===== config.mk =====
export PLATFORM = sky130hd
export DESIGN_NAME = fu_result_arbiter
export DESIGN_NICKNAME = d
export VERILOG_FILES = /design/src/rtl/fu_arb_pkg.sv /design/src/rtl/rr_arbiter.sv /design/src/rtl/fu_result_arbiter.sv
export SDC_FILE = /design/constraint.sdc
export NUM_CORES = 1
export LEC_CHECK = 0
export ABC_CLOCK_PERIOD_IN_PS = 4000
export CAP_MARGIN = 15
export CORE_ASPECT_RATIO = 0.5
export CORE_MARGIN = 1.5
export CORE_UTILIZATION = 25
export DETAILED_ROUTE_END_ITERATION = 7
export DONT_BUFFER_PORTS = 1
export MAX_ROUTING_LAYER = met4
export SYNTH_ARGS = -nofsm -noshare
export SYNTH_HDL_FRONTEND = slang
export SYNTH_SLANG_ARGS = --single-unit

===== constraint.sdc =====
create_clock -name clk -period 4 [get_ports clk]
set_input_delay 0.6 -clock clk [delete_from_list [all_inputs] [get_ports clk]]
set_output_delay 0.6 -clock clk [all_outputs]
set_load 0.005 [all_outputs]

===== src/rtl/fu_arb_pkg.sv =====
// Shared types for the FU result arbiter: default payload widths and the
// CDB / ROB payload records at those default widths.
// Ports: none (package only).
package fu_arb_pkg;

   localparam int ID_W   = 4;
   localparam int VAL_W  = 8;
   localparam int FLAG_W = 8;
   localparam int WBS_W  = 8;

   typedef struct packed {
      logic [ID_W-1:0]  id;
      logic [VAL_W-1:0] val;
   } cdb_pkt_t;

   typedef struct packed {
      logic [ID_W-1:0]   robid;
      logic [FLAG_W-1:0] flags;
      logic [WBS_W-1:0]  wbs;
      logic [VAL_W-1:0]  value;
   } rob_pkt_t;

endpackage


===== src/rtl/rr_arbiter.sv =====
// Round-robin arbiter with its own pointer; combinational one-hot grant.
// Ports: clk, rst (sync, active-high), req[N], advance (grant may be issued
// and accepted this cycle), grant[N] one-hot, grant_idx, grant_vld.
module rr_arbiter #(
   parameter int N     = 4,
   parameter int IDX_W = (N > 1) ? $clog2(N) : 1
) (
   input  logic             clk,
   input  logic             rst,
   input  logic [N-1:0]     req,
   input  logic             advance,
   output logic [N-1:0]     grant,
   output logic [IDX_W-1:0] grant_idx,
   output logic             grant_vld
);

   logic [IDX_W-1:0] ptr_q;
   logic [IDX_W-1:0] ptr_d;

   // Scan from the pointer upward, wrapping modulo N; first set request wins.
   always_comb begin
      grant     = '0;
      grant_idx = '0;
      grant_vld = 1'b0;
      for (int i = 0; i < N; i++) begin
         int j;
         j = int'(ptr_q) + i;
         if (j >= N) j = j - N;
         if (!grant_vld && req[j]) begin
            grant_vld = 1'b1;
            grant[j]  = 1'b1;
            grant_idx = IDX_W'(j);
         end
      end
      // Reset or a blocked channel issues nothing, so the pointer stays put.
      if (rst || !advance) begin
         grant     = '0;
         grant_idx = '0;
         grant_vld = 1'b0;
      end
   end

   always_comb begin
      ptr_d = ptr_q;
      if (grant_vld) begin
         ptr_d = (grant_idx == IDX_W'(N - 1)) ? '0 : grant_idx + 1'b1;
      end
   end

   always_ff @(posedge clk) begin
      if (rst) ptr_q <= '0;
      else     ptr_q <= ptr_d;
   end

endmodule


===== src/rtl/fu_result_arbiter.sv =====
// Arbitrates NUM_FU result stages onto the CDB (no backpressure) and the ROB
// write port (held while !rob_ready); winners registered, 1-cycle latency.
// Ports: clk, rst, flush; cdb_req*/cdb_grant/cdb_* out; rob_req*/rob_grant/rob_ready/rob_* out.
module fu_result_arbiter #(
   parameter int NUM_FU = 4,
   parameter int ID_W   = fu_arb_pkg::ID_W,
   parameter int VAL_W  = fu_arb_pkg::VAL_W,
   parameter int FLAG_W = fu_arb_pkg::FLAG_W,
   parameter int WBS_W  = fu_arb_pkg::WBS_W
) (
   input  logic                           clk,
   input  logic                           rst,
   input  logic                           flush,
   input  logic [NUM_FU-1:0]              cdb_req,
   input  logic [NUM_FU-1:0][ID_W-1:0]    cdb_req_id,
   input  logic [NUM_FU-1:0][VAL_W-1:0]   cdb_req_val,
   output logic [NUM_FU-1:0]              cdb_grant,
   output logic                           cdb_valid,
   output logic [ID_W-1:0]                cdb_id,
   output logic [VAL_W-1:0]               cdb_val,
   input  logic [NUM_FU-1:0]              rob_req,
   input  logic [NUM_FU-1:0][ID_W-1:0]    rob_req_robid,
   input  logic [NUM_FU-1:0][FLAG_W-1:0]  rob_req_flags,
   input  logic [NUM_FU-1:0][WBS_W-1:0]   rob_req_wbs,
   input  logic [NUM_FU-1:0][VAL_W-1:0]   rob_req_value,
   output logic [NUM_FU-1:0]              rob_grant,
   output logic                           rob_valid,
   input  logic                           rob_ready,
   output logic [ID_W-1:0]                rob_robid,
   output logic [FLAG_W-1:0]              rob_flags,
   output logic [WBS_W-1:0]               rob_wbs,
   output logic [VAL_W-1:0]               rob_value
);

   localparam int IDX_W = (NUM_FU > 1) ? $clog2(NUM_FU) : 1;

   // Same layout as the package records, sized by this instance's parameters.
   typedef struct packed {
      logic [ID_W-1:0]  id;
      logic [VAL_W-1:0] val;
   } cdb_word_t;

   typedef struct packed {
      logic [ID_W-1:0]   robid;
      logic [FLAG_W-1:0] flags;
      logic [WBS_W-1:0]  wbs;
      logic [VAL_W-1:0]  value;
   } rob_word_t;

   cdb_word_t        cdb_pkt_q, cdb_pkt_d;
   rob_word_t        rob_pkt_q, rob_pkt_d;
   logic             cdb_valid_q, cdb_valid_d;
   logic             rob_valid_q, rob_valid_d;
   logic [IDX_W-1:0] cdb_idx, rob_idx;
   logic             cdb_win, rob_win;
   logic             load_ok;

   // The ROB output register may be reloaded when empty or being drained now.
   assign load_ok = !rob_valid_q || rob_ready;

   rr_arbiter #(.N(NUM_FU), .IDX_W(IDX_W)) u_cdb_arb (
      .clk       (clk),
      .rst       (rst),
      .req       (cdb_req),
      .advance   (!flush),
      .grant     (cdb_grant),
      .grant_idx (cdb_idx),
      .grant_vld (cdb_win)
   );

   rr_arbiter #(.N(NUM_FU), .IDX_W(IDX_W)) u_rob_arb (
      .clk       (clk),
      .rst       (rst),
      .req       (rob_req),
      .advance   (!flush && load_ok),
      .grant     (rob_grant),
      .grant_idx (rob_idx),
      .grant_vld (rob_win)
   );

   // Flush suppresses the grants above, so it only needs to clear the valids
   // here; payloads keep their last contents.
   always_comb begin
      cdb_valid_d = cdb_win;
      cdb_pkt_d   = cdb_pkt_q;
      if (cdb_win) begin
         cdb_pkt_d.id  = cdb_req_id[cdb_idx];
         cdb_pkt_d.val = cdb_req_val[cdb_idx];
      end

      rob_valid_d = rob_valid_q;
      rob_pkt_d   = rob_pkt_q;
      if (flush) begin
         rob_valid_d = 1'b0;
      end else if (rob_win) begin
         rob_valid_d     = 1'b1;
         rob_pkt_d.robid = rob_req_robid[rob_idx];
         rob_pkt_d.flags = rob_req_flags[rob_idx];
         rob_pkt_d.wbs   = rob_req_wbs[rob_idx];
         rob_pkt_d.value = rob_req_value[rob_idx];
      end else if (rob_ready) begin
         rob_valid_d = 1'b0;
      end
   end

   always_ff @(posedge clk) begin
      if (rst) begin
         cdb_valid_q <= 1'b0;
         cdb_pkt_q   <= '0;
         rob_valid_q <= 1'b0;
         rob_pkt_q   <= '0;
      end else begin
         cdb_valid_q <= cdb_valid_d;
         cdb_pkt_q   <= cdb_pkt_d;
         rob_valid_q <= rob_valid_d;
         rob_pkt_q   <= rob_pkt_d;
      end
   end

   assign cdb_valid = cdb_valid_q;
   assign cdb_id    = cdb_pkt_q.id;
   assign cdb_val   = cdb_pkt_q.val;
   assign rob_valid = rob_valid_q;
   assign rob_robid = rob_pkt_q.robid;
   assign rob_flags = rob_pkt_q.flags;
   assign rob_wbs   = rob_pkt_q.wbs;
   assign rob_value = rob_pkt_q.value;

endmodule


==> impl_metrics.env, run 1 <==
export IMPL_fmax_mhz=276.7
export IMPL_via_count=3716
export IMPL_cts_root_buf="clkbuf_16"
export IMPL_critPathMaxStageDelay_ns=0.65
export IMPL_drive_gt1_frac=0.1857
export IMPL_synth_top_area_frac=0.2254
export IMPL_nNetsFinal=654
export IMPL_antennaDiodeCount=0
export IMPL_mostFrequentLayoutCells="nand2_1, dfxtp_1, a21oi_1"
export IMPL_drt_total_wl_um=12780
export IMPL_die_w_um=183.8
export IMPL_avgRoutedWirePerCell_um=18.39
export IMPL_netlist_area_sq_um=4085
export IMPL_io_buffers=0
export IMPL_routabilityCongestion=0.7764
export IMPL_maxCapViolations=0
export IMPL_ys_flop_type="dfxtp_1"
export IMPL_hp_class="in -> reg"
export IMPL_clkTransAtPathRegs_ns=0.07
export IMPL_fill_cells=1705
export IMPL_critPathSlowestCell="mux4_2"
export IMPL_cp_common_cell="a21oi_1"
export IMPL_synth_warnings=0
export IMPL_htree_levels=2
export IMPL_syn_inst=501
export IMPL_numCtsBuffers=5
export IMPL_yosysUniqueCellTypes=51
export IMPL_setup_violations=0
export IMPL_ant_nets=0
export IMPL_min_period_ns=3.615
export IMPL_power_per_cell_area_nw_per_um2=406.0
export IMPL_detail_route_drc_violations=0
export IMPL_regArea_sq_um=922.1
export IMPL_yosysSeqAreaShare=0.2254
export IMPL_grt_max_degree=42
export IMPL_grt_overflow=0
export IMPL_yosysTopAreaCell="dfxtp_1"
export IMPL_vias_per_cell=5.347
export IMPL_end_kind="output port"
export IMPL_path_cells="inv_1 -> ha_1 -> mux4_2 -> nor2b_4 -> buf_4 -> a22oi_1 -> a21oi_1 -> a21oi_1 -> nor2_1"
export IMPL_grt_pass1_wl_um=18830
export IMPL_leakage_nw=1.572
export IMPL_syn_nets=681
export IMPL_status="complete, no violations"
export IMPL_finClkSkew_ns=0.004432
export IMPL_dpl_cell_area_sq_um=4239
export IMPL_dr_pass1_iters=5
export IMPL_rows=32
export IMPL_cp_required_ns=3.40
export IMPL_tns_ns=0
export IMPL_min_period_over_period=0.9036
export IMPL_pin_count=222
export IMPL_syn2layout_area_growth_pct=7.075
export IMPL_grt_setup_unrepaired="no"
export IMPL_worst_ep_arrival_time_ns=3.01
export IMPL_slew_headroom=0.3377
export IMPL_die_h_um=93.39
export IMPL_final_common_cell="nand2_1"
export IMPL_syn_area_per_cell_sq_um=8.154
export IMPL_async_reset_ff_frac=0
export IMPL_drt_iter0_drc=183
export IMPL_groute_usage_overall=0.1468
export IMPL_cp_start_kind="register"
export IMPL_synth_area_leaders="dfxtp_1, mux2_4, nand2_1, a22o_1, a21oi_1"
export IMPL_die_area_sq_um=17160
export IMPL_crit_fanout=31
export IMPL_dp_hpwl_um=9290
export IMPL_cts_sinks=46
export IMPL_multiInputGateArea_sq_um=2924
export IMPL_postLayoutCellArea_sq_um=4374
export IMPL_cts_hold_buf=0
export IMPL_drv_slew=0
export IMPL_peakVddDrop_uv=166.8
export IMPL_clkLatencyLatePin_ns=0.30
export IMPL_crit_type="reg -> out"
export IMPL_synth_edf_count=0
export IMPL_hold_violations=0
export IMPL_grt_pass1_vias=3412
export IMPL_ys_ff_latch=46
export IMPL_post_cts_setup_buffers=0
export IMPL_cts_tree="done"
export IMPL_initial_core_util=0.2603
export IMPL_cts_path_max_buffers=2
export IMPL_fin_util=0.2787
export IMPL_core_area_sq_um=15700
export IMPL_tightest_slew_ns=0.9911
export IMPL_cts_repair_resized=0
export IMPL_antenna_found_initial=0
==> path summary, 6_finish.rpt <==
check | depth (start not counted) | endpoint | start | slack [ns]
worst min register to register | 2 | rob_flags[4] | rob_flags[4] | 0.52
worst max-delay path | 9 | rob_grant[2] | u_rob_arb.ptr_q[1] | 0.39
worst min-delay path | 1 | u_rob_arb.ptr_q[0] | rst | 0.38
worst max register to register | 10 | rob_flags[0] | u_rob_arb.ptr_q[1] | 0.49
==> power by group <==
part / switching, mW / internal, mW / total (mW) / leakage, nW
clock: 0.197 / 0.227 / 0.424 / 0.0694
combinational: 0.405 / 0.348 / 0.752 / 1.12
sequential: 0.0673 / 0.533 / 0.600 / 0.380
total: 0.669 / 1.11 / 1.78 / 1.57
==> worst max-delay path, delay by kind of cell (launching register included) <==
| kind | cells | cell delay, ns |
|---|---|---|
| flops | 1 | 0.51 |
| fa+ha+maj | 1 | 0.49 |
| mux | 1 | 0.65 |
| simple gates | 2 | 0.30 |
| buf+inv | 2 | 0.40 |
| compound gates | 3 | 0.37 |
==> cell type report <==
cell class | instances | area share
Multi-Input combinational cell | 402 | 0.6685
Sequential cell | 46 | 0.2108
Tap cell | 221 | 0.06321
Clock buffer | 5 | 0.02860
Timing Repair Buffer | 12 | 0.02059
Inverter | 7 | 0.006007
Clock inverter | 2 | 0.002288
==> cells in the mapped netlist (all sizes together), types with 2 or more instances <==
cell type,number
mux4,6
nand2b,3
o21ai,73
inv,7
a221o,12
clkbuf,27
a22o,28
mux2i,15
a31oi,2
nor3,2
a221oi,5
nand3,2
ha,8
a21oi,42
dfxtp,46
a22oi,36
a21o,2
nor2,32
o41ai,2
buf,19
nand2,75
nor2b,5
mux2,34
==> flip-flops by register name, summed over array words and instances, names as in the netlist <==
name             flops
rob_wbs              8
cdb_val              8
rob_robid            4
rob_flags            8
rob_value            8
cdb_id               4
u_cdb_arb.ptr_q      2
cdb_valid            1
u_rob_arb.ptr_q      2
rob_valid            1
==> per-stage QoR <==
stage / std cells / power (mW) / setup WS (ns) / hold WS [ns]
3_5_place_dp: 688 / 1.369 / 0.4802 / 0.5123
2_1_floorplan: 501 / 1.235 / 0.8002 / 0.4724
3_3_place_gp: 688 / 1.349 / 0.6273 / 0.4979
5_1_grt: 695 / 1.908 / 0.2230 / 0.3617
4_1_cts: 695 / 1.808 / 0.3762 / 0.3606
6_report: 695 / 1.776 / 0.3855 / 0.3761
==> per-layer routing <==
layer  vias up  track usage  wire, um
li1       1813            -         -
met1      1766       0.1694      5395
met2       124       0.2566      6512
met3        13      0.03621       707
met4         0      0.03757       163
met5         -            -         0
==> kinds of logic after synthesis <==
family                     count (synthesis)  synth area share
AOI/OAI and AO/OA                        212            0.3669
muxes                                     55            0.1884
and+or+nand+nor                          127            0.1296
DFF                                       46            0.2254
adders and majority gates                  8           0.02450
buffers and inverters                     53           0.06524
(Power assumes the default switching activity.)
==> run 2, diff against run 1 <==
--- a/config.mk
+++ b/config.mk
@@ -13,6 +13,7 @@
 export DETAILED_ROUTE_END_ITERATION = 7
 export DONT_BUFFER_PORTS = 1
 export MAX_ROUTING_LAYER = met4
+export SETUP_SLACK_MARGIN = 0.4
 export SYNTH_ARGS = -nofsm -noshare
 export SYNTH_HDL_FRONTEND = slang
 export SYNTH_SLANG_ARGS = --single-unit
==> impl_metrics.env, run 2 (synthesis results as in run 1) <==
export IMPL_status="complete, no violations"
export IMPL_antenna_found_initial=0
export IMPL_leakage_nw=1.574
export IMPL_pin_count=222
export IMPL_post_cts_setup_buffers=0
export IMPL_peakVddDrop_uv=166.6
export IMPL_cts_tree="done"
export IMPL_dp_hpwl_um=9290
export IMPL_nNetsFinal=654
export IMPL_die_h_um=93.39
export IMPL_detail_route_drc_violations=0
export IMPL_final_common_cell="nand2_1"
export IMPL_reg2reg_from="u_rob_arb.ptr_q[1]"
export IMPL_tns_ns=0
export IMPL_cts_path_max_buffers=2
export IMPL_grt_setup_unrepaired="no"
export IMPL_io_buffers=0
export IMPL_clkTransAtPathRegs_ns=0.07
export IMPL_total_power_mw=1.783
export IMPL_ff2ff_path_depth=10
export IMPL_hp_class="in -> reg"
export IMPL_rows=32
export IMPL_dpl_cell_count=688
export IMPL_fill_cells=1703
export IMPL_whs_path_depth=1
export IMPL_crit_type="reg -> out"
export IMPL_clkLatencyLatePin_ns=0.30
export IMPL_numCtsBuffers=5
export IMPL_r2r_end="rob_value[6]"
export IMPL_drive_gt1_frac=0.1941
export IMPL_end_kind="output port"
export IMPL_antennaDiodeCount=0
export IMPL_grt_pass1_wl_um=18830
export IMPL_drt_iter0_drc=185
export IMPL_via_count=3719
export IMPL_grt_pass1_vias=3412
export IMPL_hold_violations=0
export IMPL_die_w_um=183.8
export IMPL_slew_headroom=0.3365
export IMPL_worst_ep_arrival_time_ns=2.84
export IMPL_grt_max_degree=42
export IMPL_syn2layout_area_growth_pct=7.412
export IMPL_cts_root_buf="clkbuf_16"
export IMPL_routabilityCongestion=0.7764
export IMPL_drv_slew=0
export IMPL_grt_overflow=0
export IMPL_vias_per_cell=5.351
export IMPL_crit_fanout=31
export IMPL_power_per_cell_area_nw_per_um2=406.3
export IMPL_holdPathEnd="u_rob_arb.ptr_q[1]"
export IMPL_die_area_sq_um=17160
export IMPL_mostFrequentLayoutCells="nand2_1, dfxtp_1, a21oi_1"
export IMPL_fin_cells=695
export IMPL_cp_required_ns=3.40
export IMPL_min_period_ns=3.441
export IMPL_maxCapViolations=0
export IMPL_initial_core_util=0.2603
export IMPL_fmax_mhz=290.6
export IMPL_avgRoutedWirePerCell_um=18.47
export IMPL_cp_start_kind="register"
export IMPL_tightest_slew_ns=0.9928
export IMPL_min_period_over_period=0.8602
export IMPL_core_area_sq_um=15700
export IMPL_dr_pass1_iters=4
export IMPL_ff2ff_setup_slack_ns=0.66
export IMPL_worst_hold_startpoint="rst"
export IMPL_drt_total_wl_um=12840
export IMPL_setup_violations=0
export IMPL_groute_usage_overall=0.1468
export IMPL_ant_nets=0
export IMPL_htree_levels=2
export IMPL_finClkSkew_ns=0.005494
export IMPL_cts_sinks=46
-- run 2: cell type report --
type	count	area, sq um	area share
multi-input combinational	402	2937	0.6692
inverter	7	26.28	0.005988
sequential	46	923.4	0.2104
clock buffer	5	125.1	0.02851
tap	221	276.5	0.06302
clock inverter	2	10.01	0.002281
timing repair buffer	12	90.09	0.02053
-- run 2: worst max path at each step --
stage / start / endpoint / slack [ns] / cells past startpoint
after floorplan: u_rob_arb.ptr_q[0] / rob_grant[0] / 0.80 / 12
after global placement: u_rob_arb.ptr_q[1] / rob_wbs[5] / 0.63 / 10
after detailed placement: u_rob_arb.ptr_q[1] / rob_flags[0] / 0.48 / 10
after CTS: u_rob_arb.ptr_q[1] / rob_grant[0] / 0.43 / 9
after global routing: u_rob_arb.ptr_q[1] / rob_grant[0] / 0.42 / 9
final: u_rob_arb.ptr_q[1] / rob_grant[2] / 0.56 / 9
-- run 2: metrics by stage --
stage,area (sq um),hold slack [ns],worst slack (ns),utilization
6_report,4388,0.3741,0.5590,0.2796
5_1_grt,4388,0.3617,0.4173,0.2796
4_1_cts,4377,0.3606,0.4292,0.2789
3_5_place_dp,4239,0.5123,0.4802,0.2701
3_3_place_gp,4239,0.4979,0.6273,0.2701
2_1_floorplan,4085,0.4724,0.8002,-
-- run 2: per-layer routing --
metal	share of wire	GRT usage	wire length, um
met1	0.42	0.1694	5402
met2	0.51	0.2566	6537
met3	0.057	0.03621	733
met4	0.013	0.03757	163
met5	0	-	0
-- run 2: report_power, final --
group / total (mW) / switching (mW) / internal [mW]
logic: 0.758 / 0.407 / 0.350
clock network: 0.425 / 0.198 / 0.227
registers: 0.600 / 0.0675 / 0.533
-- run 2: what timing repair did --
item,in CTS,in global routing
gates resized for setup,1,3
endpoints found under the setup margin,4,14
hold buffers,0,0
-- run 2: worst max-delay path: stages, from the launching register on --
cell	delay, ns
dfxtp_2	0.42
inv_1	0.08
ha_2	0.44
mux4_2	0.63
nor2b_4	0.15
buf_4	0.30
a22oi_1	0.13
a21oi_1	0.17
a21oi_1	0.07
nor2_1	0.15
==> run 3, diff against run 2 <==
==> constraint.sdc (replaced) <==
create_clock -name clk -period 4 [get_ports clk]
set_input_delay 0 -clock clk [delete_from_list [all_inputs] [get_ports clk]]
set_output_delay 0 -clock clk [all_outputs]
set_load 0.005 [all_outputs]
==> impl_metrics.env, run 3 <==
export IMPL_status="did not finish"
export IMPL_failing_step="4_1_cts"
export IMPL_error="[ERROR RSZ-0060] Max buffer count reached."
export IMPL_post_cts_setup_buffers=0
export IMPL_dpl_cell_count=687
export IMPL_yosysUniqueCellTypes=51
export IMPL_dp_hpwl_um=9202
export IMPL_synth_most_common_cell="nand2_1"
export IMPL_syn_area_per_cell_sq_um=8.154
export IMPL_cts_sinks=46
export IMPL_syn_inst=501
export IMPL_io_buffers=0
export IMPL_ys_flop_type="dfxtp_1"
export IMPL_netlist_area_sq_um=4085
export IMPL_synth_top_area_frac=0.2254
export IMPL_cts_hold_buf=140
export IMPL_htree_levels=2
export IMPL_numCtsBuffers=5
export IMPL_yosys_top_cells_count="nand2_1, dfxtp_1, a21oi_1"
export IMPL_dpl_cell_area_sq_um=4232
export IMPL_rows=32
export IMPL_routabilityCongestion=0.7832
export IMPL_cts_repair_resized=0
export IMPL_synth_area_leaders="dfxtp_1, mux2_4, nand2_1, a22o_1, a21oi_1"
export IMPL_synth_warnings=0
export IMPL_cts_root_buf="clkbuf_16"
export IMPL_cts_path_max_buffers=2
export IMPL_async_reset_ff_frac=0
export IMPL_syn_nets=681
export IMPL_synth_edf_count=0
export IMPL_yosysSeqAreaShare=0.2254
export IMPL_pin_count=222
export IMPL_die_w_um=183.8
export IMPL_die_h_um=93.39
export IMPL_ys_ff_latch=46
export IMPL_initial_core_util=0.2603
export IMPL_yosysTopAreaCell="dfxtp_1"
run 3: cell counts after synthesis:
Identical to the previous run, type by type.
run 3: kinds of logic after synthesis:
family / share of synthesized area
AOI/OAI and AO/OA: 0.3669
buffers and inverters: 0.06524
adders and majority gates: 0.02450
muxes: 0.1884
and+or+nand+nor: 0.1296
DFF: 0.2254
run 3: stage by stage:
stage / utilization / hold slack, ns / setup WS [ns]
floorplan: - / 0.07684 / 0.9565
global placement: 0.2696 / 0.08268 / 0.6252
detailed placement: 0.2696 / 0.08423 / 0.4875
==> run 4, diff against run 3 <==
--- a/config.mk
+++ b/config.mk
@@ -7,13 +7,11 @@
 export LEC_CHECK = 0
 export ABC_CLOCK_PERIOD_IN_PS = 4000
 export CAP_MARGIN = 15
-export CORE_ASPECT_RATIO = 0.5
 export CORE_MARGIN = 1.5
-export CORE_UTILIZATION = 25
+export CORE_UTILIZATION = 20
 export DETAILED_ROUTE_END_ITERATION = 7
 export DONT_BUFFER_PORTS = 1
-export MAX_ROUTING_LAYER = met4
-export SETUP_SLACK_MARGIN = 0.4
+export PLACE_DENSITY_LB_ADDON = 0.15
 export SYNTH_ARGS = -nofsm -noshare
 export SYNTH_HDL_FRONTEND = slang
 export SYNTH_SLANG_ARGS = --single-unit
==> impl_metrics.env, run 4 (synthesis results as in run 1) <==
export IMPL_fin_util=0.2926
export IMPL_grt_pass1_wl_um=24180
export IMPL_cts_path_max_buffers=2
export IMPL_die_w_um=145.9
export IMPL_end_kind="register"
export IMPL_setup_violations=0
export IMPL_drt_total_wl_um=15960
export IMPL_power_per_cell_area_nw_per_um2=352.0
export IMPL_io_buffers=0
export IMPL_min_period_over_period=0.9424
export IMPL_leakage_nw=2.204
export IMPL_final_common_cell="dlygate4sd3_1"
export IMPL_die_area_sq_um=21290
export IMPL_finClkSkew_ns=0.009840
export IMPL_hp_class="in -> reg"
export IMPL_pin_count=222
export IMPL_crit_fanout=10
export IMPL_nNetsFinal=795
export IMPL_tightest_slew_ns=1.047
export IMPL_dr_pass1_iters=4
export IMPL_die_h_um=145.9
export IMPL_ant_nets=0
export IMPL_cp_start_kind="register"
export IMPL_vias_per_cell=4.864
export IMPL_fmax_mhz=265.3
export IMPL_grt_pass1_vias=4431
export IMPL_cts_tree="done"
export IMPL_syn2layout_area_growth_pct=44.01
export IMPL_cp_required_ns=4.18
export IMPL_avgRoutedWirePerCell_um=17.99
export IMPL_grt_overflow=0
export IMPL_drive_gt1_frac=0.1575
export IMPL_grt_max_degree=61
export IMPL_tns_ns=0
export IMPL_mostFrequentLayoutCells="dlygate4sd3_1, nand2_1, dfxtp_1"
export IMPL_detail_route_drc_violations=0
export IMPL_cts_root_buf="clkbuf_16"
export IMPL_dp_hpwl_um=10410
export IMPL_dpl_cell_count=736
export IMPL_min_period_ns=3.770
export IMPL_antenna_found_initial=1
export IMPL_worst_ep_arrival_time_ns=3.95
export IMPL_via_count=4314
export IMPL_status="complete, no violations"
export IMPL_crit_type="reg -> reg"
export IMPL_grt_setup_unrepaired="no"
export IMPL_core_area_sq_um=20100
export IMPL_htree_levels=2
export IMPL_drv_slew=0
export IMPL_cts_sinks=46
export IMPL_peakVddDrop_uv=170.5
export IMPL_routabilityCongestion=0.7563
export IMPL_rows=52
export IMPL_clkTransAtPathRegs_ns=0.07
export IMPL_numCtsBuffers=5
export IMPL_maxCapViolations=0
export IMPL_slew_headroom=0.3001
export IMPL_groute_usage_overall=0.1436
export IMPL_hold_violations=0
export IMPL_initial_core_util=0.2032
export IMPL_clkLatencyLatePin_ns=0.30
export IMPL_fin_cells=887
export IMPL_drt_iter0_drc=157
run 4: layer usage:
| layer | vias to the layer above | routed length (um) | global-route usage | part of all wire |
|---|---|---|---|---|
| met5 | - | 0 | 0 | 0 |
| met4 | 0 | 126 | 0.03010 | 0.0079 |
| met3 | 10 | 1656 | 0.05486 | 0.10 |
| met2 | 191 | 7645 | 0.2512 | 0.48 |
| met1 | 2009 | 6527 | 0.1660 | 0.41 |
| li1 | 2104 | - | - | - |
run 4: repair_timing:
action                                  in CTS  in global routing
endpoints found under the setup margin       0                 21
endpoints found under the hold margin       44                  0
hold buffers                               134                  0
resized for setup                            0                  3
setup buffers                                0                  6
run 4: critical path, cell delays in order (launching register included):
cell and delay [ns]:
dfxtp_1 0.52, inv_1 0.11, ha_2 0.45, mux4_2 0.61, o21bai_1 0.26, a21oi_4 0.25, a31o_4 0.20, buf_12 0.16
mux2_4 0.29, dlygate4sd3_1 0.56, a22oi_1 0.14, o21ai_1 0.10
run 4: final timing paths:
kind,cells past startpoint,slack (ns),endpoint,start
max,11,0.23,rob_wbs[5],u_rob_arb.ptr_q[1]
min,3,0.05,rob_value[7],rob_req[1]
max reg2reg,11,0.23,rob_wbs[5],u_rob_arb.ptr_q[1]
min reg2reg,2,0.54,rob_flags[5],rob_flags[5]
run 4: report_power, final:
| group | leakage, nW | switching (mW) | internal [mW] |
|---|---|---|---|
| combinational | 1.75 | 0.464 | 0.553 |
| sequential | 0.380 | 0.0731 | 0.533 |
| clock | 0.0739 | 0.199 | 0.249 |
run 4: layout make-up:
cell class	count	area [sq um]
diodes	1	2.502
clock inverters	1	5.005
multi-input cells	403	2954
fillers	2121	14220
inverters	7	26.28
clock buffers	7	142.6
flip-flops and latches	46	922.1
repair buffers	152	1493
well taps	270	337.8
run 4: per-stage QoR:
step / area [sq um] / power, mW / hold slack [ns] / worst slack [ns]
after floorplan: 4085 / 1.235 / 0.07684 / 0.9565
after global placement: 4300 / 1.370 / 0.08180 / 0.5254
after detailed placement: 4300 / 1.383 / 0.07948 / 0.3635
after CTS: 5789 / 2.048 / 0.05423 / 0.03133
after global routing: 5883 / 2.214 / 0.08080 / 0.0005227
final: 5883 / 2.071 / 0.04704 / 0.2302
